## config.mk

```make
export PLATFORM = sky130hd
export DESIGN_NAME = br_ctrl
export DESIGN_NICKNAME = d
export VERILOG_FILES = /design/src/rtl/rv32i_pkg.sv /design/src/rtl/brc.sv /design/src/rtl/br_ctrl.sv
export SDC_FILE = /design/constraint.sdc
export NUM_CORES = 1
export LEC_CHECK = 0
export ABC_AREA = 1
export CELL_PAD_IN_SITES_DETAIL_PLACEMENT = 1
export CELL_PAD_IN_SITES_GLOBAL_PLACEMENT = 2
export CORE_MARGIN = 2
export CORE_UTILIZATION = 31
export DETAILED_ROUTE_END_ITERATION = 6
export MAX_ROUTING_LAYER = met4
export PLACE_DENSITY_LB_ADDON = 0.1
export SLEW_MARGIN = 20
export SYNTH_ARGS = -nofsm -noshare
export SYNTH_HDL_FRONTEND = slang
export SYNTH_SLANG_ARGS = --single-unit
```

## constraint.sdc

```tcl
create_clock -name i_clk -period 6 [get_ports i_clk]
set_clock_uncertainty 0.2 [all_clocks]
set_input_delay 1.2 -clock i_clk [delete_from_list [all_inputs] [get_ports i_clk]]
set_output_delay 1.2 -clock i_clk [all_outputs]
set_load 0.02 [all_outputs]
```

## src/rtl/rv32i_pkg.sv

```systemverilog
// rv32i_pkg -- definitions shared by the branch-resolution block and its
// comparator.
//   state_t        : branch controller FSM states
//   BEQ..BGEU      : conditional-branch funct3 encodings
//   F3_ILL_*       : funct3 codes that have no branch meaning
package rv32i_pkg;

  typedef enum logic [1:0] {
    ST_IDLE     = 2'd0,
    ST_CMP      = 2'd1,
    ST_REDIRECT = 2'd2
  } state_t;

  localparam logic [2:0] BEQ      = 3'b000;
  localparam logic [2:0] BNE      = 3'b001;
  localparam logic [2:0] F3_ILL_A = 3'b010;
  localparam logic [2:0] F3_ILL_B = 3'b011;
  localparam logic [2:0] BLT      = 3'b100;
  localparam logic [2:0] BGE      = 3'b101;
  localparam logic [2:0] BLTU     = 3'b110;
  localparam logic [2:0] BGEU     = 3'b111;

endpackage

```

## src/rtl/brc.sv

```systemverilog
// brc -- purely combinational branch comparator.
//   i_a, i_b : 32-bit operands (rs1, rs2)
//   i_un     : 1 = unsigned compare, 0 = signed compare
//   o_eq     : i_a == i_b
//   o_lt     : i_a <  i_b under the selected signedness
module brc (
  input  logic [31:0] i_a,
  input  logic [31:0] i_b,
  input  logic        i_un,
  output logic        o_eq,
  output logic        o_lt
);

  always_comb begin
    o_eq = (i_a == i_b);
    if (i_un) o_lt = (i_a < i_b);
    else      o_lt = ($signed(i_a) < $signed(i_b));
  end

endmodule

```

## src/rtl/br_ctrl.sv

```systemverilog
// br_ctrl -- resolves one branch/jal/jalr per operation.
//   i_clk, i_rst_n         : clock, synchronous active-low reset
//   i_valid / o_ready      : instruction handshake (accept in IDLE only)
//   i_is_branch/jal/jalr   : one-hot op class
//   i_funct3, i_pc, i_imm,
//   i_rs1_data, i_rs2_data : operands, captured at accept
//   o_done                 : one-cycle resolve pulse (accept + 1)
//   o_taken, o_link        : outcome and pc+4, valid with o_done
//   o_illegal, o_misalign  : exception pulses with o_done
//   o_redirect_valid/pc,
//   i_redirect_ready       : fetch redirect handshake for taken ops
//   i_flush                : abort whatever is in flight
//   o_taken_cnt            : count of taken conditional branches
module br_ctrl
  import rv32i_pkg::*;
(
  input  logic        i_clk,
  input  logic        i_rst_n,
  input  logic        i_valid,
  output logic        o_ready,
  input  logic        i_is_branch,
  input  logic        i_is_jal,
  input  logic        i_is_jalr,
  input  logic [2:0]  i_funct3,
  input  logic [31:0] i_pc,
  input  logic [31:0] i_imm,
  input  logic [31:0] i_rs1_data,
  input  logic [31:0] i_rs2_data,
  output logic        o_done,
  output logic        o_taken,
  output logic [31:0] o_link,
  output logic        o_redirect_valid,
  input  logic        i_redirect_ready,
  output logic [31:0] o_redirect_pc,
  output logic        o_illegal,
  output logic        o_misalign,
  input  logic        i_flush,
  output logic [15:0] o_taken_cnt
);

  state_t      r_state;
  state_t      w_state_next;

  logic [31:0] r_pc;
  logic [31:0] r_imm;
  logic [31:0] r_rs1;
  logic [31:0] r_rs2;
  logic [2:0]  r_funct3;
  logic        r_is_branch;
  logic        r_is_jal;
  logic        r_is_jalr;
  logic [31:0] r_redirect_pc;
  logic [15:0] r_taken_cnt;

  logic        w_live;
  logic        w_accept;
  logic        w_in_cmp;
  logic        w_br_un;
  logic        w_eq;
  logic        w_lt;
  logic        w_cond;
  logic        w_illegal;
  logic        w_is_jump;
  logic [31:0] w_pc_imm;
  logic [31:0] w_rs1_imm;
  logic [31:0] w_target;
  logic        w_raw_taken;
  logic        w_misalign;
  logic        w_taken;

  // Reset and flush both kill any visible activity in the current cycle.
  assign w_live   = i_rst_n & ~i_flush;
  assign w_accept = i_valid & o_ready;
  assign w_in_cmp = (r_state == ST_CMP) & w_live;

  assign w_br_un = (r_funct3 == BLTU) | (r_funct3 == BGEU);

  brc u_brc (
    .i_a  (r_rs1),
    .i_b  (r_rs2),
    .i_un (w_br_un),
    .o_eq (w_eq),
    .o_lt (w_lt)
  );

  always_comb begin
    w_cond = 1'b0;
    case (r_funct3)
      BEQ:          w_cond = w_eq;
      BNE:          w_cond = ~w_eq;
      BLT,  BLTU:   w_cond = w_lt;
      BGE,  BGEU:   w_cond = ~w_lt;
      default:      w_cond = 1'b0;
    endcase
  end

  assign w_illegal = r_is_branch & ((r_funct3 == F3_ILL_A) | (r_funct3 == F3_ILL_B));
  assign w_is_jump = r_is_jal | r_is_jalr;

  // Targets wrap modulo 2^32; jalr drops bit 0 before the alignment check.
  assign w_pc_imm  = r_pc + r_imm;
  assign w_rs1_imm = r_rs1 + r_imm;
  assign w_target  = r_is_jalr ? {w_rs1_imm[31:1], 1'b0} : w_pc_imm;

  assign w_raw_taken = w_is_jump | (r_is_branch & ~w_illegal & w_cond);
  assign w_misalign  = w_raw_taken & w_target[1];
  // A misaligned target is reported as an exception, never as a taken op.
  assign w_taken     = w_raw_taken & ~w_misalign;

  // ---------------- FSM: state register ----------------
  always_ff @(posedge i_clk) begin
    if (!i_rst_n) r_state <= ST_IDLE;
    else          r_state <= w_state_next;
  end

  // ---------------- FSM: next state ----------------
  always_comb begin
    w_state_next = r_state;
    if (i_flush) begin
      w_state_next = ST_IDLE;
    end else begin
      case (r_state)
        ST_IDLE:     if (w_accept) w_state_next = ST_CMP;
        ST_CMP:      w_state_next = w_taken ? ST_REDIRECT : ST_IDLE;
        ST_REDIRECT: if (i_redirect_ready) w_state_next = ST_IDLE;
        default:     w_state_next = ST_IDLE;
      endcase
    end
  end

  // ---------------- FSM: outputs ----------------
  always_comb begin
    o_ready          = (r_state == ST_IDLE) & w_live;
    o_done           = w_in_cmp;
    o_taken          = w_in_cmp & w_taken;
    o_illegal        = w_in_cmp & w_illegal;
    o_misalign       = w_in_cmp & w_misalign;
    o_link           = (w_in_cmp & w_is_jump) ? (r_pc + 32'd4) : 32'd0;
    o_redirect_valid = (r_state == ST_REDIRECT) & w_live;
    o_redirect_pc    = r_redirect_pc;
    o_taken_cnt      = r_taken_cnt;
  end

  // ---------------- Datapath registers ----------------
  always_ff @(posedge i_clk) begin
    if (!i_rst_n) begin
      r_pc          <= '0;
      r_imm         <= '0;
      r_rs1         <= '0;
      r_rs2         <= '0;
      r_funct3      <= '0;
      r_is_branch   <= 1'b0;
      r_is_jal      <= 1'b0;
      r_is_jalr     <= 1'b0;
      r_redirect_pc <= '0;
      r_taken_cnt   <= '0;
    end else begin
      if (w_accept) begin
        r_pc        <= i_pc;
        r_imm       <= i_imm;
        r_rs1       <= i_rs1_data;
        r_rs2       <= i_rs2_data;
        r_funct3    <= i_funct3;
        r_is_branch <= i_is_branch;
        r_is_jal    <= i_is_jal;
        r_is_jalr   <= i_is_jalr;
      end
      // Target is frozen here so it stays stable for the whole redirect.
      if (w_in_cmp & w_taken)
        r_redirect_pc <= w_target;
      if (w_in_cmp & w_taken & r_is_branch)
        r_taken_cnt <= r_taken_cnt + 16'd1;
    end
  end

endmodule
```

==> results of run 1 <==
-- registers in the layout, indices dropped and copies added (netlist names) --
signal and count:
r_pc 32, r_is_jalr 1, r_funct3 3, o_taken_cnt 16
r_rs2 32, o_redirect_pc 32, r_is_jal 1, r_is_branch 1
r_state 2, r_imm 32, r_rs1 32
-- placed cells by master (no fill, tap or decap), types with 3 or more instances in the layout --
| master | instances |
|---|---|
| nand3_1 | 55 |
| o21bai_1 | 8 |
| o21ai_0 | 152 |
| nor4_1 | 14 |
| a21oi_1 | 287 |
| buf_4 | 10 |
| nand2_2 | 3 |
| inv_1 | 149 |
| nor2_2 | 4 |
| nor2_1 | 160 |
| nand4_1 | 35 |
| xnor2_1 | 17 |
| a31oi_1 | 6 |
| nand2_1 | 464 |
| nor3_1 | 28 |
| dfxtp_1 | 184 |
| xor2_1 | 22 |
| ha_1 | 95 |
| clkdlybuf4s50_1 | 223 |
| a211oi_1 | 3 |
| inv_6 | 4 |
| o21ai_1 | 5 |
| clkbuf_16 | 17 |
| inv_2 | 5 |
| a21boi_0 | 5 |
| nand2_4 | 4 |
| nand3b_1 | 5 |
| o221ai_1 | 3 |
| a21o_1 | 15 |
| nor3_2 | 5 |
| o21a_1 | 8 |
-- report_power, final --
group,leakage [µW],switching (µW),internal [µW]
Combinational,0.00450,247,182
Clock,0.000284,565,626
Sequential,0.00149,53.0,1260
-- routing by layer --
metal  part of all wire  global-route usage  vias up  routed length (µm)
met5                  0                   -        -                   0
met4              0.019              0.0633        0                 948
met3              0.029              0.0319       38                1450
met2               0.47               0.421      223               24100
met1               0.48               0.334     6268               24200
li1                   -                   -     6531                   -
-- Yosys cell counts, types with 6 or more instances --
cell type | n | share of area
nand2_1 | 465 | 0.14
a21oi_1 | 287 | 0.12
dfxtp_1 | 184 | 0.30
nor2_1 | 160 | 0.049
o21ai_0 | 152 | 0.062
inv_1 | 149 | 0.046
ha_1 | 95 | 0.098
clkbuf_1 | 57 | 0.018
nand3_1 | 55 | 0.023
nand4_1 | 35 | 0.018
nor3_1 | 28 | 0.012
xor2_1 | 22 | 0.016
xnor2_1 | 17 | 0.012
a21o_1 | 15 | 0.0092
nor4_1 | 14 | 0.0072
buf_2 | 8 | 0.0033
o21a_1 | 8 | 0.0049
o21bai_1 | 8 | 0.0049
a31oi_1 | 6 | 0.0031
-- per-stage QoR --
stage | total power [µW] | area (µm²) | worst slack, ns | cells
6_report | 2930 | 15400 | 0.827 | 2549
3_5_place_dp | 1770 | 14900 | 0.860 | 2518
2_1_floorplan | 1550 | 12200 | 1.77 | 1837
5_1_grt | 3060 | 15400 | 0.598 | 2549
4_1_cts | 2960 | 15400 | 0.837 | 2549
3_3_place_gp | 1760 | 14900 | 0.933 | 2518
-- worst paths after layout --
| kind | end | slack, ns | cells past startpoint |
|---|---|---|---|
| worst max-delay path | o_link[21] | 0.83 | 11 |
| worst min-delay path | o_redirect_pc[1]$_SDFFE_PN0P_ | 0.23 | 2 |
| worst max register to register | o_redirect_pc[30]$_SDFFE_PN0P_ | 2.67 | 15 |
| worst min register to register | o_redirect_pc[1]$_SDFFE_PN0P_ | 0.23 | 2 |
-- cells by family (layout without fill, tap and decap cells) --
| family | Yosys count | in the layout |
|---|---|---|
| AND/OR/NAND/NOR | 790 | 790 |
| AO/OA/AOI/OAI | 500 | 500 |
| buffers and inverters | 226 | 420 |
| flip-flops | 184 | 184 |
| adder cells (fa/ha/maj) | 97 | 97 |
| XOR/XNOR | 39 | 39 |
| multiplexers | 1 | 1 |
-- layout make-up --
| cell class | instances | area share |
|---|---|---|
| Tap cell | 518 | 0.0420 |
| Inverter | 155 | 0.0377 |
| Sequential cell | 184 | 0.238 |
| Clock inverter | 13 | 0.0105 |
| Timing Repair Buffer | 234 | 0.150 |
| Multi-Input combinational cell | 1427 | 0.494 |
| Clock buffer | 18 | 0.0278 |
-- critical path, cell delays in order --
cell             delay, ns
clkdlybuf4s50_1       0.41
nor2_1                0.15
inv_2                 0.08
nor3_4                0.12
inv_1                 0.12
a21oi_1               0.20
inv_1                 0.28
buf_4                 0.31
a21oi_1               0.15
o21a_1                0.13
clkdlybuf4s50_1       0.60
==> results by group, run 1 <==
Place
  – IO Port Bufs: 224
  – Detailed placement HPWL: 40.7 mm
  – GP Congestion: 0.882

Run status
  – Status: complete, no violations

Synthesis
  – Post-synthesis sequential area ratio: 0.302
  – Seq cells post-synth: 184
  – Post-synth EDFFs: 0
  – Adder-cell area share of the yosys netlist: 0.101
  – Main synth FF type: dfxtp_1
  – Unique masters post-synth: 51
  – FFs w/ async S/R, synth: 0
  – Synth Area in Compound Gates: 0.218
  – Mux contribution to synthesized area: 0.000924
  – Yosys warns: 0
  – Largest family of logic cells by synthesized area: simple AND/OR/NAND/NOR gates
  – Simple-Gate Fraction of Synth Area: 0.278
  – Syn Area/Cell: 6.63 µm²
  – Synth Instances: 1,837
  – Post-Syn Area: 0.0122 mm²
  – Syn Nets: 2,073
  – Synth Area in XOR/XNOR: 0.0280

Clocking
  – Cts bufs inserted: 17
  – Num Clock Sinks: 184
  – CTS tree: done
  – Post-CTS Resized: 0
  – CTS root buf: clkbuf_16
  – CTS clock-pin slew for the worst setup and hold paths: 0.06 ns
  – Hold_buf cts: 0
  – Postcts setup bufs: 0
  – CTS H-tree lvls: 4
  – Worst skew pair latency: 0.46 ns
  – Longest Clk Path Bufs: 2

Layout
  – Register area: 0.00368 mm²
  – Area of the multi-input gates: 0.00763 mm²
  – # fillers: 4,990
  – Fin nets: 2,255
  – Fin util: 0.399
  – Fraction of layout cells with a size suffix above 1: 0.0379
  – N_diodes: 0
  – Layout area overhead: 26.8%

STA
  – Hold WS: 0.233 ns
  – Max Fclk: 193 MHz
  – RSZ-0062 raised after global routing: no
  – Setup_tns: 0 ns
  – Tmin final: 5.17 ns
  – Slew headroom: 0.378
  – Worst Max-Slew Pin Slew: 0.934 ns
  – Final slew viol count: 0
  – Final Cycle Share: 0.862
  – Final Hold Viols: 0
  – Final setup viols: 0

Route
  – Post-route DRC violation count: 0
  – DRT antenna net count: 0
  – Initial DRT Pass Iterations: 4
  – WL/cell: 19.9 µm
  – Initial drt markers: 734
  – Via count: 13,100
  – Via/cell ratio: 5.12
  – Final WL: 50.7 mm

Die
  – Core area: 0.0387 mm²
  – I/O pins: 225
  – Row cnt: 72
  – Die footprint: 0.0409 mm²
  – Die width: 202 µm
  – Initial core utilization: 0.315
  – Die H: 202 µm

Worst setup path
  – Reg-to-reg startpoint: r_pc[0]$_SDFFE_PN0P_
  – Critical Path End Type: output port
  – Crit. Startpoint: i_flush
  – WP data arrival: 3.77 ns
  – Critical Path Source Type: input pin
  – Crit Path Category: input pin to output port
  – CP max FO: 17
  – CP required: 4.60 ns

Min path
  – Hold path startpoint: o_redirect_pc[1]$_SDFFE_PN0P_
  – Worst Hold Class: flip-flop to flip-flop

GRT
  – Initial antenna violation count: 0
  – Vias in the first global route: 13,200
  – Largest net degree at the start of global routing: 83
  – First-pass GRT wire length: 78.3 mm
  – Tot GR Track Use: 0.256
  – Grt total ovfl: 0

Power
  – Pwr dens: 190 mW/mm²
  – Pleak: 0.00628 µW
  – Max VDD drop: 200 µV

Job
  – Max cap viols: 0
Power figures use the tool's default switching activity.
==> run 2: changes to the inputs <==
CORE_ASPECT_RATIO = 0.8   (was unset)
TNS_END_PERCENT = 30   (was unset)
==> results by group, run 2 (synthesis gave the netlist of run 1 again) <==
STA
  – Final slew viol count: 0
  – Slew headroom: 0.330
  – Worst Setup Slack, final: 0.722 ns
  – RSZ-0062 raised after global routing: no
  – Final Cycle Share: 0.880
  – Worst Max-Slew Pin Slew: 1.00 ns
  – Tmin final: 5.28 ns
  – Final setup viols: 0
  – Setup_tns: 0 ns
  – Final Hold Viols: 0
  – Max Fclk: 189 MHz

Clocking
  – Postcts setup bufs: 0
  – CTS clock-pin slew for the worst setup and hold paths: 0.08 ns
  – CTS H-tree lvls: 4
  – CTS root buf: clkbuf_16
  – Worst skew pair latency: 0.46 ns
  – Post-CTS Resized: 0
  – Hold_buf cts: 0
  – CTS tree: done
  – Cts bufs inserted: 17
  – Longest Clk Path Bufs: 2
  – Num Clock Sinks: 184

Layout
  – Register area: 0.00368 mm²
  – # fillers: 4,912
  – Layout area overhead: 26.9%
  – Most common cell after layout, fill and taps aside: nand2_1
  – Fin util: 0.401
  – Commonest cells after routing, fill and taps aside: 464 x nand2_1, 287 x a21oi_1, 223 x clkdlybuf4s50_1, 184 x dfxtp_1, 160 x nor2_1
  – Layout Cells excl Fill: 2,563
  – Fin nets: 2,257
  – Area of the multi-input gates: 0.00763 mm²
  – Fraction of layout cells with a size suffix above 1: 0.0398

Die
  – Die H: 181 µm
  – Row cnt: 64
  – Core area: 0.0385 mm²
  – Initial core utilization: 0.316
  – Die width: 226 µm
  – I/O pins: 225
  – Die footprint: 0.0409 mm²

GRT
  – Grt total ovfl: 0
  – Initial antenna violation count: 1
  – Largest net degree at the start of global routing: 193
  – Vias in the first global route: 12,900
  – First-pass GRT wire length: 76.3 mm
  – Tot GR Track Use: 0.248

Place
  – Detailed placement HPWL: 38.3 mm
  – IO Port Bufs: 224
  – # placed instances: 2,530
  – Pre-CTS setup slack: 0.732 ns
  – GP Congestion: 0.896

Power
  – Max VDD drop: 141 µV
  – Power, Total: 2860 µW
  – Pwr dens: 185 mW/mm²
  – Pleak: 0.00628 µW

Job
  – Max cap viols: 0

Worst setup path
  – Critical Path Source Type: input pin
  – CP max FO: 17
  – Crit Path Category: input pin to output port
  – WP data arrival: 3.88 ns
  – CP required: 4.60 ns
  – Critical Path End Type: output port
  – Worst reg2reg path depth: 15

Route
  – Initial drt markers: 735
  – Initial DRT Pass Iterations: 5
  – Final WL: 48.8 mm
  – Via/cell ratio: 5.03
  – Via count: 12,900
  – Post-route DRC violation count: 0
  – DRT antenna net count: 0
  – WL/cell: 19.0 µm

Min path
  – Hold path cells: 2
  – Worst Hold Class: flip-flop to flip-flop

Run status
  – Status: complete, no violations
## run 2: metrics by stage
stage               instance area (µm²)  hold WS [ns]
CTS                               15500         0.244
detailed placement                14900         0.233
finish                            15500         0.236
global placement                  14900         0.222
floorplan                         12200         0.230
global route                      15500         0.266
## run 2: per-layer routing
layer,vias up,share of wire,track usage
li1,6553,-,-
met1,6063,0.52,0.357
met2,230,0.43,0.367
met3,34,0.036,0.0343
met4,0,0.014,0.0519
met5,-,0,-
## run 2: final timing paths
kind	start	end	slack [ns]
worst max-delay path	i_flush	o_taken	0.72
worst min-delay path	o_redirect_pc[1]$_SDFFE_PN0P_	o_redirect_pc[1]$_SDFFE_PN0P_	0.24
worst max register to register	r_pc[17]$_SDFFE_PN0P_	o_redirect_pc[26]$_SDFFE_PN0P_	2.51
worst min register to register	o_redirect_pc[1]$_SDFFE_PN0P_	o_redirect_pc[1]$_SDFFE_PN0P_	0.24
## run 2: report_power, final
group | internal [µW] | switching (µW)
sequential | 1260 | 46.0
combinational | 182 | 245
clock | 547 | 576
## run 2: area by class of cell
type | instances | area share
Multi-Input combinational cell | 1427 | 0.493
Sequential cell | 184 | 0.238
Clock buffer | 17 | 0.0275
Antenna cell | 1 | 0.000162
Clock inverter | 15 | 0.00914
Timing Repair Buffer | 236 | 0.151
Tap cell | 528 | 0.0427
Inverter | 155 | 0.0377
## run 2: critical path, stage by stage
cell and delay (ns):
clkdlybuf4s50_1 0.40, nor2_1 0.13, inv_2 0.08, nor3_4 0.12
inv_1 0.10, a21oi_1 0.27, inv_1 0.42, buf_4 0.35
a21boi_4 0.19, clkdlybuf4s50_1 0.63
